===== config.mk =====
export PLATFORM = sky130hd
export DESIGN_NAME = tile_dispatcher
export DESIGN_NICKNAME = d
export VERILOG_FILES = /design/src/rtl/tile_dispatcher_pkg.sv /design/src/rtl/rr_free_select.sv /design/src/rtl/tile_dispatcher.sv
export SDC_FILE = /design/constraint.sdc
export NUM_CORES = 1
export LEC_CHECK = 0
export ABC_AREA = 1
export CAP_MARGIN = 40
export CORE_ASPECT_RATIO = 0.5
export CORE_MARGIN = 2
export CORE_UTILIZATION = 41
export CTS_BUF_LIST = sky130_fd_sc_hd__clkbuf_2
export CTS_CLUSTER_SIZE = 8
export DETAILED_ROUTE_END_ITERATION = 12
export GPL_TIMING_DRIVEN = 0
export PLACE_DENSITY = 0.93
export SYNTH_ARGS = -nofsm -noshare
export SYNTH_HDL_FRONTEND = slang
export SYNTH_SLANG_ARGS = --single-unit
export TNS_END_PERCENT = 5

===== constraint.sdc =====
create_clock -name clock -period 1.9 [get_ports clock]
set_input_delay 0.38 -clock clock [delete_from_list [all_inputs] [get_ports clock]]
set_output_delay 0.38 -clock clock [all_outputs]
set_load 0.02 [all_outputs]

===== src/rtl/tile_dispatcher_pkg.sv =====
// Shared definitions for the tile dispatcher: FSM encoding and job-word type codes.
package tile_dispatcher_pkg;

  typedef enum logic [1:0] {
    StIdle   = 2'd0,
    StStream = 2'd1,
    StDrop   = 2'd2
  } state_e;

  // Only jobs led by an output-address word are dispatched; anything else is dropped.
  localparam logic [2:0] TYPE_OUTPUT_ADDR = 3'd0;

  typedef enum logic [2:0] {
    TypeOutputAddr = 3'd0,
    TypeTileCoord  = 3'd1,
    TypePalette    = 3'd2,
    TypeIterLimit  = 3'd3
  } job_type_e;

endpackage


===== src/rtl/rr_free_select.sv =====
// Round-robin search for the first non-busy solver, scanning upward from rr_ptr with wrap.
module rr_free_select #(
  parameter int unsigned NumSolvers = 4,
  parameter int unsigned IdxW       = (NumSolvers > 1) ? $clog2(NumSolvers) : 1
) (
  input  logic [NumSolvers-1:0] busy,
  input  logic [IdxW-1:0]       rr_ptr,
  output logic                  found,
  output logic [IdxW-1:0]       index
);

  always_comb begin
    int cand;
    logic [IdxW-1:0] cand_idx;
    cand     = 0;
    cand_idx = '0;
    found    = 1'b0;
    index    = '0;
    // Walk offsets from farthest to nearest so the nearest free solver wins.
    for (int off = int'(NumSolvers) - 1; off >= 0; off--) begin
      cand = int'(rr_ptr) + off;
      if (cand >= int'(NumSolvers)) begin
        cand = cand - int'(NumSolvers);
      end
      cand_idx = IdxW'(cand);
      if (!busy[cand_idx]) begin
        found = 1'b1;
        index = cand_idx;
      end
    end
  end

endmodule


===== src/rtl/tile_dispatcher.sv =====
// Routes host job streams to free tile solvers round-robin; malformed jobs are drained and dropped.
module tile_dispatcher
  import tile_dispatcher_pkg::*;
#(
  parameter int unsigned NUM_SOLVERS = 4,
  parameter int unsigned DATA_WIDTH  = 32
) (
  input  logic                   clock,
  input  logic                   reset,
  input  logic                   in_valid,
  input  logic [DATA_WIDTH-1:0]  in_data,
  input  logic                   in_end_of_stream,
  output logic                   in_ready,
  output logic [NUM_SOLVERS-1:0] sol_valid,
  output logic [DATA_WIDTH-1:0]  sol_data,
  output logic                   sol_end_of_stream,
  input  logic [NUM_SOLVERS-1:0] sol_ready,
  input  logic [NUM_SOLVERS-1:0] sol_done,
  output logic [NUM_SOLVERS-1:0] busy,
  output logic                   drop_error,
  output logic [15:0]            jobs_dispatched
);

  localparam int unsigned IdxW = $clog2(NUM_SOLVERS);

  state_e                 state_q, state_d;
  logic [IdxW-1:0]        sel_q, sel_d;
  logic [IdxW-1:0]        rr_ptr_q, rr_ptr_d;
  logic [NUM_SOLVERS-1:0] busy_q, busy_d;
  logic [15:0]            jobs_q, jobs_d;
  logic                   drop_error_q, drop_error_d;

  logic                   found;
  logic [IdxW-1:0]        free_idx;
  logic [2:0]             in_type;
  logic                   beat;

  assign in_type = in_data[DATA_WIDTH-1 -: 3];

  rr_free_select #(
    .NumSolvers (NUM_SOLVERS),
    .IdxW       (IdxW)
  ) u_rr_free_select (
    .busy   (busy_q),
    .rr_ptr (rr_ptr_q),
    .found  (found),
    .index  (free_idx)
  );

  always_comb begin
    state_d      = state_q;
    sel_d        = sel_q;
    rr_ptr_d     = rr_ptr_q;
    // Done on an idle solver is a no-op by construction of the mask.
    busy_d       = busy_q & ~sol_done;
    jobs_d       = jobs_q;
    drop_error_d = 1'b0;
    in_ready     = 1'b0;
    sol_valid    = '0;
    beat         = 1'b0;

    unique case (state_q)
      StIdle: begin
        if (in_valid) begin
          if (in_type != TYPE_OUTPUT_ADDR) begin
            state_d      = StDrop;
            drop_error_d = 1'b1;
          end else if (found) begin
            sel_d   = free_idx;
            state_d = StStream;
          end
        end
      end
      StStream: begin
        in_ready         = sol_ready[sel_q];
        sol_valid[sel_q] = in_valid;
        beat             = in_valid & in_ready;
        if (beat && in_end_of_stream) begin
          // Setting after the done-mask lets a coincident done lose to the job end.
          busy_d[sel_q] = 1'b1;
          rr_ptr_d      = (sel_q == IdxW'(NUM_SOLVERS - 1)) ? '0 : sel_q + IdxW'(1);
          jobs_d        = jobs_q + 16'd1;
          state_d       = StIdle;
        end
      end
      StDrop: begin
        in_ready = 1'b1;
        if (in_valid && in_end_of_stream) begin
          state_d = StIdle;
        end
      end
      default: state_d = StIdle;
    endcase
  end

  always_ff @(posedge clock) begin
    if (reset) begin
      state_q      <= StIdle;
      sel_q        <= '0;
      rr_ptr_q     <= '0;
      busy_q       <= '0;
      jobs_q       <= '0;
      drop_error_q <= 1'b0;
    end else begin
      state_q      <= state_d;
      sel_q        <= sel_d;
      rr_ptr_q     <= rr_ptr_d;
      busy_q       <= busy_d;
      jobs_q       <= jobs_d;
      drop_error_q <= drop_error_d;
    end
  end

  assign sol_data          = in_data;
  assign sol_end_of_stream = in_end_of_stream;
  assign busy              = busy_q;
  assign drop_error        = drop_error_q;
  assign jobs_dispatched   = jobs_q;

endmodule


After elaboration in Yosys (flattened, before gate mapping)
Cells that the tools add are included.
{"block": "totals", "reg_bits": 27, "input_bits": 44, "out_inout_bits": 59, "elab_cells": 85}
{"block": "op_classes", "n_addsub": 9, "bitwise_logic": 8, "n_eq_ne": 7, "muxes": 36, "n_lt_le_gt_ge": 10, "reduce_logical": 9}
{"op": "$mux W2", "count": 14}
{"op": "$add A16 B1 Y16 const B", "count": 1}
{"op": "$lt A2 B3 Y1 const B", "count": 5}
{"op": "$mux W4", "count": 3}
{"op": "$mux W1", "count": 11}
{"op": "$bmux W1 S2", "count": 5}
{"op": "$ge A3 B3 Y1 const B", "count": 3}
{"op": "$and A4 B4 Y4", "count": 2}
{"op": "$reduce_and A4 Y1", "count": 2}
{"op": "$sub A2 B1 Y2 const B", "count": 4}
{"op": "$add A2 B2 Y3 const B", "count": 2}
{"op": "$ne A2 B2 Y1 const B", "count": 3}
{"op": "$pmux W2 S3", "count": 1}
{"op": "$eq A2 B2 Y1 const B", "count": 2}
{"op": "$not A4 Y4", "count": 1}
{"op": "$or A4 B4 Y4", "count": 1}
{"op": "$add A2 B1 Y3 const B", "count": 1}
{"op": "$ge A2 B3 Y1 const B", "count": 1}
{"op": "$logic_and A1 B1 Y1", "count": 3}
{"op": "$ne A3 B3 Y1 const B", "count": 1}
{"op": "$not A1 Y1", "count": 3}
{"op": "$reduce_bool A3 Y1", "count": 1}
{"op": "$reduce_or A3 Y1", "count": 1}
{"op": "$add A2 B1 Y2 const B", "count": 1}
{"op": "7 further kinds", "count": 7}

Depth between registers and ports, before layout
{"block": "depth", "ltp_word": 13, "mapped_depth": 12}

Modules after synthesis
Synthesis repeated with hierarchy kept, for this count alone.
{"block": "hier_totals", "cells_unflattened": 323, "hier_area_um2": 2168.3}
{"mod": "tile_dispatcher", "area_each_um2": 1925.6, "seq_area_each_um2": 540.5, "n_inst": 1, "cells_each": 272}
{"mod": "rr_free_select", "area_each_um2": 242.7, "seq_area_each_um2": 0.0, "n_inst": 1, "cells_each": 51}

Least setup slack after synthesis
Ideal clock, no wire load.
{"block": "synth_path", "path_kind": "register to register", "startpoint": "register jobs_q[0], in the netlist jobs_dispatched[0]", "endpoint": "register jobs_q[12], in the netlist jobs_dispatched[12]", "path_buffers": 0, "period_less_slack_ps": 1524, "slack_ps": 376, "path_stages_with_launch": 10, "t_required_ps": 1836, "arrival_ps": 1460, "setup_ps": 64, "path_cell_list": "dfxtp_1 > ha_1 > nand3_2 > nor2_4 > nand4_1 > nor2_4 > nand2_1 > nand2_1 > nand2_1 > nor2_1"}
{"block": "synth_via", "elab_chain_len": 1}
{"element": "from (decl)", "line_no": "tile_dispatcher.sv:30", "rtl": "logic [15:0] jobs_q, jobs_d;"}
{"element": "from (signal assigned)", "line_no": "tile_dispatcher.sv:109", "rtl": "jobs_q <= jobs_d;"}
{"element": "$add A16 B1 Y16", "line_no": "tile_dispatcher.sv:82", "rtl": "jobs_d = jobs_q + 16'd1;"}
No other way between the ends.
A chain may end at the register's enable or synchronous reset.

Worst setup path after layout
{"block": "layout_path", "startpoint": "register sel_q[1]", "endpoint": "output in_ready"}
{"block": "layout_via", "elab_chain_len": 3}
{"element": "from (decl)", "line_no": "tile_dispatcher.sv:27", "rtl": "logic [IdxW-1:0] sel_q, sel_d;"}
{"element": "from (signal assigned)", "line_no": "tile_dispatcher.sv:106", "rtl": "sel_q <= sel_d;"}
{"element": "$bmux W1 S2", "line_no": "tile_dispatcher.sv:75", "rtl": "in_ready = sol_ready[sel_q];"}
{"element": "$mux W1 (implied by the code)", "line_no": "tile_dispatcher.sv:75"}
{"element": "$pmux W1 S2", "line_no": "tile_dispatcher.sv:62", "rtl": "unique case (state_q)"}
{"element": "to (decl)", "line_no": "tile_dispatcher.sv:13", "rtl": "output logic in_ready,"}
No other way between the ends. The select of a mux whose other input is x is not followed.

==> summary.txt <==
Hold path
  – HP Class: register to register

Routing
  – Vias per cell: 4.692
  – Starting DRT DRC Count: 71
  – Antenna-violating nets left: 0
  – Final WL: 4902 µm
  – Via count: 2121
  – Drt drc: 0
  – DRT Pass-1 Iters: 4
  – Routed wire per std cell: 10.85 µm

Global routing
  – Total track usage: 0.1710
  – First-pass GRT wire length: 7403 µm
  – Initial antenna violation count: 0
  – Vias in the first global route: 1755
  – Aggregate global routing overflow: 0
  – Pin count of the biggest net entering global routing: 15

Clock network
  – H-tree depth: 1
  – Clock Sink Count: 27
  – CTS Buffer Depth: 2
  – Latest clock arrival within the worst-skew pair: 0.37 ns
  – Cts hold-fix bufs: 0
  – Reg clk slew, reported paths: 0.24 ns
  – CTS Buf Count: 3
  – Root buf cell: clkbuf_2
  – TritonCTS clock tree: yes

Yosys
  – Number of synthesized register bits: 27
  – Post-synth top area share: 0.2668
  – Cell with the most instances after synthesis: nand2_1
  – Async S/R FF share, synth: 0
  – Top_reg_cell synth: dfxtp_1
  – Post-synth top area cell: dfxtp_1
  – Distinct cell type count of the synthesized netlist: 29
  – Synth Warn #: 0
  – Ranking of synthesized cells by area: dfxtp_1 27%, nand2_1 14%, buf_4 12%, inv_1 6.1%, nor2_1 5.0%
  – Mean Syn Cell Area: 6.685 µm²
  – Synth top cells by count: 78 x nand2_1, 33 x buf_4, 33 x inv_1
  – Synth Cell Area: 2026 µm²
  – Sequential share of the synthesized area: 0.2668
  – EDFF count, synth: 0
  – Post-Synthesis Cells: 303
  – Syn_nets: 355

Finish
  – Final Non-Filler Cells: 452
  – Layout net count: 435
  – Share of cells above drive strength 1: 0.2513
  – P&R area growth vs syn: 43.17%
  – Diodes inserted: 0

STA
  – Slew @ Worst Pin: 0.5463 ns
  – Hold Vio Cnt, Final: 0
  – Final Setup Violations: 0
  – Period minus WS final: 1.839 ns
  – TNS Setup: 0 ns
  – Max frequency: 543.8 MHz
  – Final Cycle Share: 0.9678
  – Max-slew violation count: 0
  – Worst clock skew: 0.007946 ns
  – RSZ-0062 raised after global routing: true
  – Max-slew headroom: 0.6358

Setup path
  – R2r setup slk: 0.37 ns
  – R2R depth: 8
  – R2R Path Start: state_q[1]$_SDFFE_PP0P_
  – Capturing point of the worst reg2reg path: jobs_dispatched[11]$_SDFFE_PP0P_
  – CP endpoint kind: primary output
  – Critical path launch point type: register
  – Critical path arrival: 1.46 ns
  – CP peak stage delay: 0.41 ns
  – Slowest CP cell: dfxtp_2
  – CP endpoint: in_ready
  – CP Max Fanout: 5
  – Crit Path Class: register to primary output
  – Worst Path Required: 1.52 ns
  – Crit-path cells: inv_1 -> nand3_2 -> nand2_2 -> nor2_4 -> o21a_1 -> buf_4
  – CP Launch Point: sel_q[1]$_SDFFE_PP0P_

Floorplan
  – Std cell rows: 18
  – Initial Util: 0.4183
  – Die width: 103.4 µm
  – Die height: 53.71 µm
  – Ports: 103
  – Core area: 4842 µm²
  – Die area: 5553 µm²

Place
  – HPWL after detailed placement: 3839 µm
  – RD Place Congestion: 0.8012
  – IO buf count: 73
  – Placed insts: 446

Pwr
  – Final Total Pwr: 1523 µW
  – Worst VDD drop: 0.0002642 V
  – P_leak: 0.001343 µW
  – P per Cell Area: 525.0 nW/µm²

Run
  – Max_cap viols: 0

Outcome
  – Outcome: complete, no violations
## worst max-delay path: cells and delay by family (launching register included)
family | cells | cell delay [ns]
AOI/OAI and AO/OA | 1 | 0.16
buffers and inverters | 2 | 0.28
DFF | 1 | 0.41
and+or+nand+nor | 3 | 0.25
## cells by family after synthesis
group | after synthesis | synth area share
adders and majority gates | 8 | 0.04942
DFF | 27 | 0.2668
xor gates and xnor gates | 4 | 0.01730
and+or+nand+nor | 158 | 0.3644
buffers and inverters | 75 | 0.2180
AOI/OAI and AO/OA | 31 | 0.08400
## worst min path at each step
stage | startpoint | endpoint | depth (start not counted)
floorplan | reset | jobs_dispatched[9]$_SDFFE_PP0P_ | 1
global placement | jobs_dispatched[13]$_SDFFE_PP0P_ | jobs_dispatched[13]$_SDFFE_PP0P_ | 2
detailed placement | jobs_dispatched[13]$_SDFFE_PP0P_ | jobs_dispatched[13]$_SDFFE_PP0P_ | 2
CTS | jobs_dispatched[3]$_SDFFE_PP0P_ | jobs_dispatched[3]$_SDFFE_PP0P_ | 2
global route | jobs_dispatched[14]$_SDFFE_PP0P_ | jobs_dispatched[14]$_SDFFE_PP0P_ | 2
finish | jobs_dispatched[15]$_SDFFE_PP0P_ | jobs_dispatched[15]$_SDFFE_PP0P_ | 2
## flip-flops by register name (all words and copies together) (netlist names)
register / count
jobs_dispatched: 16
busy: 4
rr_ptr_q: 2
sel_q: 2
state_q: 2
drop_error: 1
## final cells by class
| type | count | area [µm²] |
|---|---|---|
| inverters | 37 | 147.6 |
| well taps | 70 | 87.58 |
| clock buffers | 4 | 20.02 |
| repair buffers | 75 | 735.7 |
| fillers | 429 | 1942 |
| multi-input cells | 201 | 1054 |
| plain buffers | 38 | 296.5 |
| flip-flops and latches | 27 | 559.3 |
## through the flow
step | setup WS, ns | cell area (µm²) | util | hold slack, ns
finish | 0.06115 | 2900 | 0.5990 | 0.5132
global route | -0.03663 | 2900 | 0.5990 | 0.5445
CTS | 0.002511 | 2880 | 0.5948 | 0.5221
detailed placement | -0.4401 | 2844 | 0.5873 | 0.4938
global placement | -0.4196 | 2844 | 0.5873 | 0.4869
floorplan | 0.3763 | 2026 | - | 0.4491
## placed cells by master, fill, tap and decap left out, types with 5 or more instances in the layout
cell             synthesis  routed
a21oi_1                 17      17
buf_4                   33      42
clkdlybuf4s50_1          0      57
dfxtp_1                 27      14
dfxtp_2                  0      12
dlymetal6s2s_1           0       7
ha_1                     8       7
inv_1                   33      32
nand2_1                 78      77
nand2_2                  6       7
nand3_1                 19      19
nand3_2                  6       6
nand4_1                  5       5
nor2_1                  27      27
nor3_1                   6       6
o21ai_0                  7       7
## where the power goes
| part | switching [µW] | total, µW | internal (µW) |
|---|---|---|---|
| sequential | 24.1 | 628 | 604 |
| combinational | 363 | 668 | 305 |
| clock | 172 | 227 | 55.5 |
## repair_timing
action / in CTS / in global routing
pin swaps: 0 / 1
resized for setup: 31 / 22
setup buffers: 2 / 0
endpoints found under the hold margin: 0 / 0
setup endpoints to repair: 12 / 18
## layer usage
layer / vias to the layer above / wire [µm] / GRT usage
met5: - / 0 / 0
met1: 956 / 2092 / 0.1995
met2: 76 / 2434 / 0.3204
li1: 1085 / - / -
met4: 0 / 32 / 0.05702
met3: 4 / 342 / 0.03377
Power figures use the tool's default switching activity.
